`config.mk`:
```
export PLATFORM = sky130hd
export DESIGN_NAME = sm4_stream_ctrl
export DESIGN_NICKNAME = d
export VERILOG_FILES = /design/src/rtl/sm4_ctrl_pkg.sv /design/src/rtl/sm4_chain_xor.sv /design/src/rtl/sm4_stream_ctrl.sv
export SDC_FILE = /design/constraint.sdc
export NUM_CORES = 2
export LEC_CHECK = 0
export BUFFER_PORTS_ARGS = -buffer_cell sky130_fd_sc_hd__buf_2
export CAP_MARGIN = 25
export CORE_AREA = 4 4 349 351
export CTS_CLUSTER_SIZE = 14
export DETAILED_ROUTE_END_ITERATION = 16
export DIE_AREA = 0 0 353 355
export MAX_ROUTING_LAYER = met4
export PLACE_DENSITY = 0.5
export SLEW_MARGIN = 5
export SYNTH_ARGS = -nofsm -noshare
export SYNTH_HDL_FRONTEND = slang
export SYNTH_HIERARCHICAL = 1
export SYNTH_SLANG_ARGS = --single-unit
```
`constraint.sdc`:
```
create_clock -name clk -period 30.6 [get_ports clk]
set_input_delay 0 -clock clk [delete_from_list [all_inputs] [get_ports clk]]
set_output_delay 0 -clock clk [all_outputs]
set_load 0.02 [all_outputs]
```
`src/rtl/sm4_ctrl_pkg.sv`:
```
// Shared types and constants for the SM4 stream controller.
package sm4_ctrl_pkg;

  localparam int BLK_W = 128;

  typedef enum logic [2:0] {
    ST_IDLE,
    ST_KEYEXP,
    ST_KEY_RDY,
    ST_ISSUE,
    ST_WAIT,
    ST_OUTPUT
  } state_t;

  typedef enum logic {
    MODE_ECB = 1'b0,
    MODE_CBC = 1'b1
  } mode_t;

  typedef enum logic {
    DIR_ENC = 1'b0,
    DIR_DEC = 1'b1
  } dir_t;

endpackage

```
`src/rtl/sm4_chain_xor.sv`:
```
// CBC chaining around the core: pre-core XOR for encrypt, post-core XOR for
// decrypt, and the chain register that carries state between blocks.
module sm4_chain_xor
  import sm4_ctrl_pkg::*;
(
  input  logic             clk,
  input  logic             rst,
  input  logic             mode_cbc,
  input  logic             decrypt,
  input  logic             iv_load,
  input  logic [BLK_W-1:0] iv,
  input  logic [BLK_W-1:0] blk,
  input  logic [BLK_W-1:0] in_reg,
  input  logic [BLK_W-1:0] core_result,
  input  logic             capture,
  output logic [BLK_W-1:0] pre_data,
  output logic [BLK_W-1:0] post_data
);

  logic [BLK_W-1:0] chain;

  // Select data sent to the core and result returned to the host.
  always_comb begin
    pre_data  = blk;
    post_data = core_result;
    if (mode_cbc && !decrypt) pre_data  = blk ^ chain;
    if (mode_cbc && decrypt)  post_data = core_result ^ chain;
  end

  // Chain register: IV load, or advance on each captured CBC result.
  always_ff @(posedge clk or posedge rst) begin
    if (rst) begin
      chain <= '0;
    end else if (iv_load) begin
      chain <= iv;
    end else if (capture && mode_cbc) begin
      chain <= decrypt ? in_reg : core_result;
    end
  end

endmodule

```
`src/rtl/sm4_stream_ctrl.sv`:
```
// Host-side initiator for the SM4 core: key load, one block in flight,
// ECB/CBC chaining, valid/ready streams and a cycle timeout on the core.
module sm4_stream_ctrl
  import sm4_ctrl_pkg::*;
#(
  parameter int TIMEOUT_CYCLES = 256,
  parameter int TO_W           = 9
) (
  input  logic         clk,
  input  logic         reset,
  input  logic         key_load_in,
  input  logic [127:0] key_in,
  input  logic         mode_cbc_in,
  input  logic         decrypt_in,
  input  logic         iv_load_in,
  input  logic [127:0] iv_in,
  input  logic         blk_valid_in,
  input  logic [127:0] blk_data_in,
  output logic         blk_ready_out,
  output logic         res_valid_out,
  output logic [127:0] res_data_out,
  input  logic         res_ready_in,
  output logic         core_enable_key_exp_out,
  output logic [127:0] core_user_key_out,
  output logic         core_encdec_enable_out,
  output logic         core_encdec_sel_out,
  output logic [127:0] core_data_out,
  input  logic         core_key_exp_ready_in,
  input  logic         core_ready_in,
  input  logic [127:0] core_result_in,
  output logic         key_valid_out,
  output logic         busy_out,
  output logic         err_out
);

  state_t           state, state_next;
  logic [TO_W-1:0]  to_cnt, to_cnt_inc;
  logic             to_hit;
  logic             accept_key, accept_blk, key_done, capture, timeout, cnt_clr;
  logic             iv_accept;
  mode_t            mode_q;
  dir_t             dir_q;
  logic [BLK_W-1:0] key_q, in_reg, core_data_q, res_q, pre_data, post_data;
  logic             key_exp_pulse, key_valid_q, err_q;

  assign to_cnt_inc = to_cnt + TO_W'(1);
  assign to_hit     = (to_cnt_inc == TO_W'(TIMEOUT_CYCLES));
  assign iv_accept  = iv_load_in && (state == ST_IDLE || state == ST_KEY_RDY);

  sm4_chain_xor u_chain (
    .clk         (clk),
    .rst         (reset),
    .mode_cbc    (mode_q == MODE_CBC),
    .decrypt     (dir_q == DIR_DEC),
    .iv_load     (iv_accept),
    .iv          (iv_in),
    .blk         (blk_data_in),
    .in_reg      (in_reg),
    .core_result (core_result_in),
    .capture     (capture),
    .pre_data    (pre_data),
    .post_data   (post_data)
  );

  // State register.
  always_ff @(posedge clk or posedge reset) begin
    if (reset) state <= ST_IDLE;
    else       state <= state_next;
  end

  // Next-state logic and single-cycle control strobes.
  always_comb begin
    state_next = state;
    accept_key = 1'b0;
    accept_blk = 1'b0;
    key_done   = 1'b0;
    capture    = 1'b0;
    timeout    = 1'b0;
    cnt_clr    = 1'b0;
    case (state)
      ST_IDLE, ST_KEY_RDY: begin
        if (key_load_in) begin
          accept_key = 1'b1;
          cnt_clr    = 1'b1;
          state_next = ST_KEYEXP;
        end else if (state == ST_KEY_RDY && blk_valid_in) begin
          accept_blk = 1'b1;
          state_next = ST_ISSUE;
        end
      end
      ST_KEYEXP: begin
        if (core_key_exp_ready_in) begin
          key_done   = 1'b1;
          state_next = ST_KEY_RDY;
        end else if (to_hit) begin
          timeout    = 1'b1;
          state_next = ST_IDLE;
        end
      end
      ST_ISSUE: begin
        cnt_clr    = 1'b1;
        state_next = ST_WAIT;
      end
      ST_WAIT: begin
        if (core_ready_in) begin
          capture    = 1'b1;
          state_next = ST_OUTPUT;
        end else if (to_hit) begin
          timeout    = 1'b1;
          state_next = ST_IDLE;
        end
      end
      ST_OUTPUT: begin
        if (res_ready_in) state_next = ST_KEY_RDY;
      end
      default: state_next = ST_IDLE;
    endcase
  end

  // Timeout counter: counts cycles spent waiting on the core.
  always_ff @(posedge clk or posedge reset) begin
    if (reset) begin
      to_cnt <= '0;
    end else if (cnt_clr) begin
      to_cnt <= '0;
    end else if (state == ST_KEYEXP || state == ST_WAIT) begin
      to_cnt <= to_cnt_inc;
    end
  end

  // Key/mode latch, block latch, core data and result registers.
  always_ff @(posedge clk or posedge reset) begin
    if (reset) begin
      key_exp_pulse <= 1'b0;
      key_q         <= '0;
      mode_q        <= MODE_ECB;
      dir_q         <= DIR_ENC;
      in_reg        <= '0;
      core_data_q   <= '0;
      res_q         <= '0;
    end else begin
      key_exp_pulse <= accept_key;
      if (accept_key) begin
        key_q  <= key_in;
        mode_q <= mode_t'(mode_cbc_in);
        dir_q  <= dir_t'(decrypt_in);
      end
      if (accept_blk) begin
        in_reg      <= blk_data_in;
        core_data_q <= pre_data;
      end
      if (capture) res_q <= post_data;
    end
  end

  // Status flags: key validity and sticky timeout error.
  always_ff @(posedge clk or posedge reset) begin
    if (reset) begin
      key_valid_q <= 1'b0;
      err_q       <= 1'b0;
    end else if (accept_key) begin
      key_valid_q <= 1'b0;
      err_q       <= 1'b0;
    end else if (key_done) begin
      key_valid_q <= 1'b1;
    end else if (timeout) begin
      key_valid_q <= 1'b0;
      err_q       <= 1'b1;
    end
  end

  assign blk_ready_out           = (state == ST_KEY_RDY);
  assign res_valid_out           = (state == ST_OUTPUT);
  assign res_data_out            = res_q;
  assign core_enable_key_exp_out = key_exp_pulse;
  assign core_user_key_out       = key_q;
  assign core_encdec_enable_out  = (state == ST_ISSUE);
  assign core_encdec_sel_out     = (dir_q == DIR_DEC);
  assign core_data_out           = core_data_q;
  assign key_valid_out           = key_valid_q;
  assign busy_out                = (state != ST_IDLE) && (state != ST_KEY_RDY);
  assign err_out                 = err_q;

endmodule

```
Yosys cells after proc, flatten, opt, wreduce, memory -nomap -nowiden
Cells that the tools add are included.
{"block": "word_totals", "regBits": 657, "input_bits": 522}
{"block": "op_classes", "addsub": 1, "eq_ne": 10, "n_mux": 34, "bitwise": 2, "reduce_logical": 18}
{"operator": "$mux W128", "n": 5}
{"operator": "$xor A128 B128 Y128", "n": 2}
{"operator": "$mux W1", "n": 18}
{"operator": "$mux W3", "n": 6}
{"operator": "$mux W9", "n": 2}
{"operator": "$pmux W3 S5", "n": 1}
{"operator": "$add A9 B1 Y9 const B", "n": 1}
{"operator": "$eq A9 B9 Y1 const B", "n": 1}
{"operator": "$eq A3 B2 Y1 const B", "n": 2}
{"operator": "$eq A3 B3 Y1 const B", "n": 2}
{"operator": "$logic_and A1 B1 Y1", "n": 6}
{"operator": "$reduce_bool A2 Y1", "n": 3}
{"operator": "$reduce_bool A3 Y1", "n": 2}
{"operator": "$pmux W1 S2", "n": 2}
{"operator": "$reduce_and A2 Y1", "n": 2}
{"operator": "$eq A3 B1 Y1 const B", "n": 1}
{"operator": "$logic_not A3 Y1", "n": 1}
{"operator": "$ne A3 B2 Y1 const B", "n": 1}
{"operator": "$ne A3 B3 Y1 const B", "n": 1}
{"operator": "$logic_or A1 B1 Y1", "n": 2}
{"operator": "$ne A2 B1 Y1 const B", "n": 1}
{"operator": "$ne A2 B2 Y1 const B", "n": 1}
{"operator": "$reduce_or A2 Y1", "n": 1}
{"operator": "$logic_not A1 Y1", "n": 1}

Longest topological paths before layout
{"block": "depth", "ltp_word": 8, "ltp_mapped": 9, "mapped_depth_nobuf": 6}

By module
Netlist, hierarchy kept.
{"module": "sm4_stream_ctrl", "n_inst": 1, "cells_per_inst": 1195, "area_per_inst_um2": 20114.3, "seq_area_each_um2": 13237.7}
{"module": "sm4_chain_xor", "n_inst": 1, "cells_per_inst": 1397, "area_per_inst_um2": 11865.1, "seq_area_each_um2": 3203.1}

Worst setup path after synthesis
Ideal clock, no wire load.
{"block": "synth_path", "kind": "register to register", "start": "reg state[1]", "end": "reg u_chain.chain[0]", "setup_time_ns": 0.145, "arrival_time_ns": 1.860, "t_required_ns": 30.455, "path_slack_ns": 28.595, "path_stages_with_launch": 10, "path_buffers": 4, "synth_period_minus_slack_ns": 2.005, "cell_sequence": "dfrtp_1 buf_2 nand2b_1 nor3b_2 buf_2 nand2_1 buf_2 buf_2 a211oi_2 o31ai_2"}
{"block": "synth_between", "elab_chain_len": 4, "word_cells_on_any_way": 9}
{"element": "start: declaration", "line": "sm4_stream_ctrl.sv:36", "text": "state_t state, state_next;"}
{"element": "start signal: assignment", "line": "sm4_stream_ctrl.sv:68", "text": "else state <= state_next;"}
{"element": "$eq A3 B3 Y1", "line": "sm4_stream_ctrl.sv:80", "text": "case (state)"}
{"element": "$mux W1", "line": "sm4_stream_ctrl.sv:80"}
{"element": "net capture", "line": "sm4_stream_ctrl.sv:39", "text": "logic accept_key, accept_blk, key_done, capture, timeout, cnt_clr;"}
{"element": "$logic_and A1 B1 Y1", "line": "sm4_chain_xor.sv:36", "text": "end else if (capture && mode_cbc) begin"}
{"element": "$reduce_bool A2 Y1 (no line)"}
{"element": "end signal: assignment", "line": "sm4_chain_xor.sv:35", "text": "chain <= iv;"}
{"element": "end signal: assignment", "line": "sm4_chain_xor.sv:37", "text": "chain <= decrypt ? in_reg : core_result;"}
{"element": "end: declaration", "line": "sm4_chain_xor.sv:20", "text": "logic [BLK_W-1:0] chain;"}
The timed path passes the listed nets, and every way through them passes these cells.
A chain may end at the register's enable or synchronous reset.

Worst setup path in the final report
{"block": "layout_path", "start": "reg state[1]", "end": "reg u_chain.chain[86]"}
{"block": "layout_between", "elab_chain_len": 4, "word_cells_on_any_way": 9}
{"element": "$eq A3 B3 Y1, or another cell as far along", "line": "sm4_stream_ctrl.sv:80"}
{"element": "$mux W1 / $logic_or A1 B1 Y1 (equally long branches)", "line": "sm4_stream_ctrl.sv:80, sm4_stream_ctrl.sv:48"}
{"element": "$logic_and A1 B1 Y1 (on tied branches)", "line": "sm4_chain_xor.sv:36, sm4_stream_ctrl.sv:48"}
{"element": "$reduce_bool A2 Y1 (no line) / $mux W128 (equally long branches)"}
Parallel ways exist; a longest one is shown, timed or not.

==> flow_metrics.py <==
metrics = {
    "synthesis": {
        "syn_avg_cell_area_um2": 12.34,
        "syn_inst": 2592,
        "synthXorXnorAreaFrac": 0.07093,
        "synth_warnings": 6,
        "yosys-top-cells-area": "dfrtp_1, mux2_2, mux2_1",
        "ys.flop_type": "dfrtp_1",
        "synth_mux_area_frac": 0.1813,
        "synth_area_um2": 31980,
        "ys_seq_area_frac": 0.5141,
        "synth_nets": 3115,
        "async_flop_share": 1.000,
        "synth_seq_cells": 657,
        "synth_top_family_by_area": "multiplexers",
        "synth_common_cells": "dfrtp_1, nand2_1, mux2_2, xnor2_1, mux2_1",
        "synth_compound_area_frac": 0.09699,
        "ys_types": 45,
        "yosys.area_share.simple": 0.09500,
        "synth_top_area_frac": 0.5141,
        "synth_fa_ha_area_frac": 0.0003913,
        "synth.most_common_cell": "dfrtp_1",
        "synth-edff-count": 0,
        "yosys.area.top_type": "dfrtp_1",
    },
    "critical_path": {
        "worst-path-max-fanout": 47,
        "cp-start-kind": "flip-flop",
        "end_kind": "flip-flop",
        "critPathMaxStageDelay_ps": 640,
        "reg2regPathDepth": 8,
        "r2r_slack_ps": 26550,
        "critPathBufInv": 3,
        "crit_slowest_cell": "buf_4",
        "critical_path.cell_chain": "nand2b_1 -> nor3b_4 -> buf_4 -> nand2_4 -> buf_4 -> a211oi_2 -> o31ai_2 -> dlygate4sd3_1",
        "cp_common_cell": "buf_4",
        "r2r-end": "u_chain/chain[86]",
        "critPathTopFamily": "buffers and inverters",
        "crit_required_ps": 31110,
        "rr_startpoint": "state[1]",
        "cp_data_arrival_time_ps": 4570,
        "crit_type": "flip-flop to flip-flop",
    },
    "grt": {
        "antenna_found_initial": 23,
        "grt_pass1_vias": 28145,
        "grt_usage": 0.1990,
        "grt_pass1_wl_um": 183900,
        "globalRouteOverflowTotal": 0,
        "grt_max_degree": 149,
    },
    "power": {
        "peakVddDrop_v": 0.00005853,
        "p_per_area_nw_per_um2": 96.38,
        "p_leak_nw": 20.61,
    },
    "detailed_routing": {
        "drt_iter0_drc": 1292,
        "drc": 0,
        "drt_wl_total_um": 123700,
        "drt_pass1_iterations": 5,
        "vias": 25727,
        "ant_nets": 0,
        "avgViaCountPerCell": 4.491,
        "wl_per_cell_um": 21.59,
    },
    "placed_design": {
        "dp_hpwl_um": 84970,
        "dp_cells": 4914,
        "dpl_cell_area_um2": 37520,
        "routabilityCongestion": 0.8797,
        "portBuffers": 913,
    },
    "final_layout": {
        "drive_above_1_share": 0.3725,
        "multiInputGateArea_um2": 14250,
        "area_delta_synth_final_pct": 46.27,
        "fin_cells": 5729,
        "fin_util": 0.3930,
        "nFillCells": 11641,
        "stdcell_area_um2": 46780,
        "seqCellArea_um2": 16440,
        "nets": 4622,
    },
    "clocking": {
        "post_cts_buffers": 0,
        "clk_latency_ps": 640,
        "cts_buffers": 81,
        "htreeDepth": 3,
        "root_buffer": "clkbuf_16",
        "clock_path_buffers": 3,
        "cts_tree": "done",
        "cts_hold_buf": 650,
        "clkTransAtPathRegs_ps": 60,
        "cts_resized": 0,
        "clkSinkCount": 657,
    },
    "sta": {
        "setup-tns-final_ps": 0,
        "tightest_slew_ps": 1273,
        "finalClockSkew_ps": 27.91,
        "timing.final.crit_share": 0.1325,
        "fmax_mhz": 246.6,
        "min_period_ps": 4055,
        "setup_viol": 0,
        "rsz0062_at_grt": "no",
        "slew_headroom": 0.1515,
        "drv_slew": 0,
        "hold_viol": 0,
    },
    "die": {
        "start_util": 0.2687,
        "boundaryPins": 914,
        "die_x_um": 353,
        "rows": 127,
        "core_um2": 119000,
        "dieArea_um2": 125300,
        "die_h_um": 355,
    },
    "flow_run": {
        "drv_cap": 0,
    },
    "status": {
        "status": "finished, final reports clean",
    },
    "worst_hold_path": {
        "hold_path_class": "input pin to async pin",
    },
}
[layout make-up]
| class | count | area share |
|---|---|---|
| tap | 1548 | 0.04141 |
| timing repair buffer | 1596 | 0.2426 |
| inverter | 7 | 0.0008292 |
| clock inverter | 27 | 0.007356 |
| clock buffer | 118 | 0.05042 |
| sequential | 657 | 0.3516 |
| multi-input combinational | 1756 | 0.3047 |
| antenna | 20 | 0.001070 |
[per-layer routing]
metal | track usage | wire length (um) | vias to the layer above
li1 | - | - | 11904
met1 | 0.2276 | 49490 | 12774
met2 | 0.3322 | 60690 | 834
met3 | 0.05135 | 7900 | 215
met4 | 0.08440 | 5608 | 0
met5 | - | 0 | -
[kinds of logic after synthesis]
group	after synthesis
adder cells (fa/ha/maj)	1
AO/OA/AOI/OAI	285
flip-flops	657
buffers and inverters	179
multiplexers	515
AND/OR/NAND/NOR	696
XOR/XNOR	259
[worst reg2reg max path: cells and delay by family (launching register included)]
kind            cells  cell delay, ps
buf+inv             3            1930
compound gates      2             500
flops               1             480
simple gates        3            1020
[through the flow]
stage | power, W | hold WS [ps] | setup slack [ps]
2_1_floorplan | 0.002726 | 119.4 | 15820
3_3_place_gp | 0.003325 | 127.4 | 26530
3_5_place_dp | 0.003344 | 121.8 | 26580
4_1_cts | 0.004555 | 23.31 | 26550
5_1_grt | 0.004776 | 77.28 | 26320
6_report | 0.004508 | 21.43 | 26550
[cells in the final DEF (no fill, tap or decap), drive strengths merged, types with 3 or more instances in the layout]
cell type      n
buf          946
dfrtp        657
dlygate4sd3  650
mux2         514
nand2        394
xnor2        257
nor2         142
nor2b        131
o31ai        131
a211oi       128
clkbuf       118
diode         20
o21ai         14
inv           13
clkinv        11
bufinv         6
nand3          6
a21oi          5
and2           5
and3           4
clkinvlp       4
nand2b         3
[worst max-delay path by stage]
stage | cells past startpoint | startpoint | to | slack [ps]
after floorplan | 1 | reset | core_data_out[0] | 15820
after global placement | 6 | reset | core_user_key_out[102] | 26530
after detailed placement | 6 | reset | core_user_key_out[102] | 26580
after CTS | 8 | state[2] | u_chain/chain[59] | 26550
after global routing | 7 | reset | core_user_key_out[9] | 26320
final | 8 | state[1] | u_chain/chain[86] | 26550
[report_power, final]
part / switching (W) / internal, W
Clock: 0.000400 / 0.000588
Combinational: 0.00110 / 0.000841
Sequential: 0.000289 / 0.00129
Total: 0.00179 / 0.00272
(Power assumes the default switching activity.)
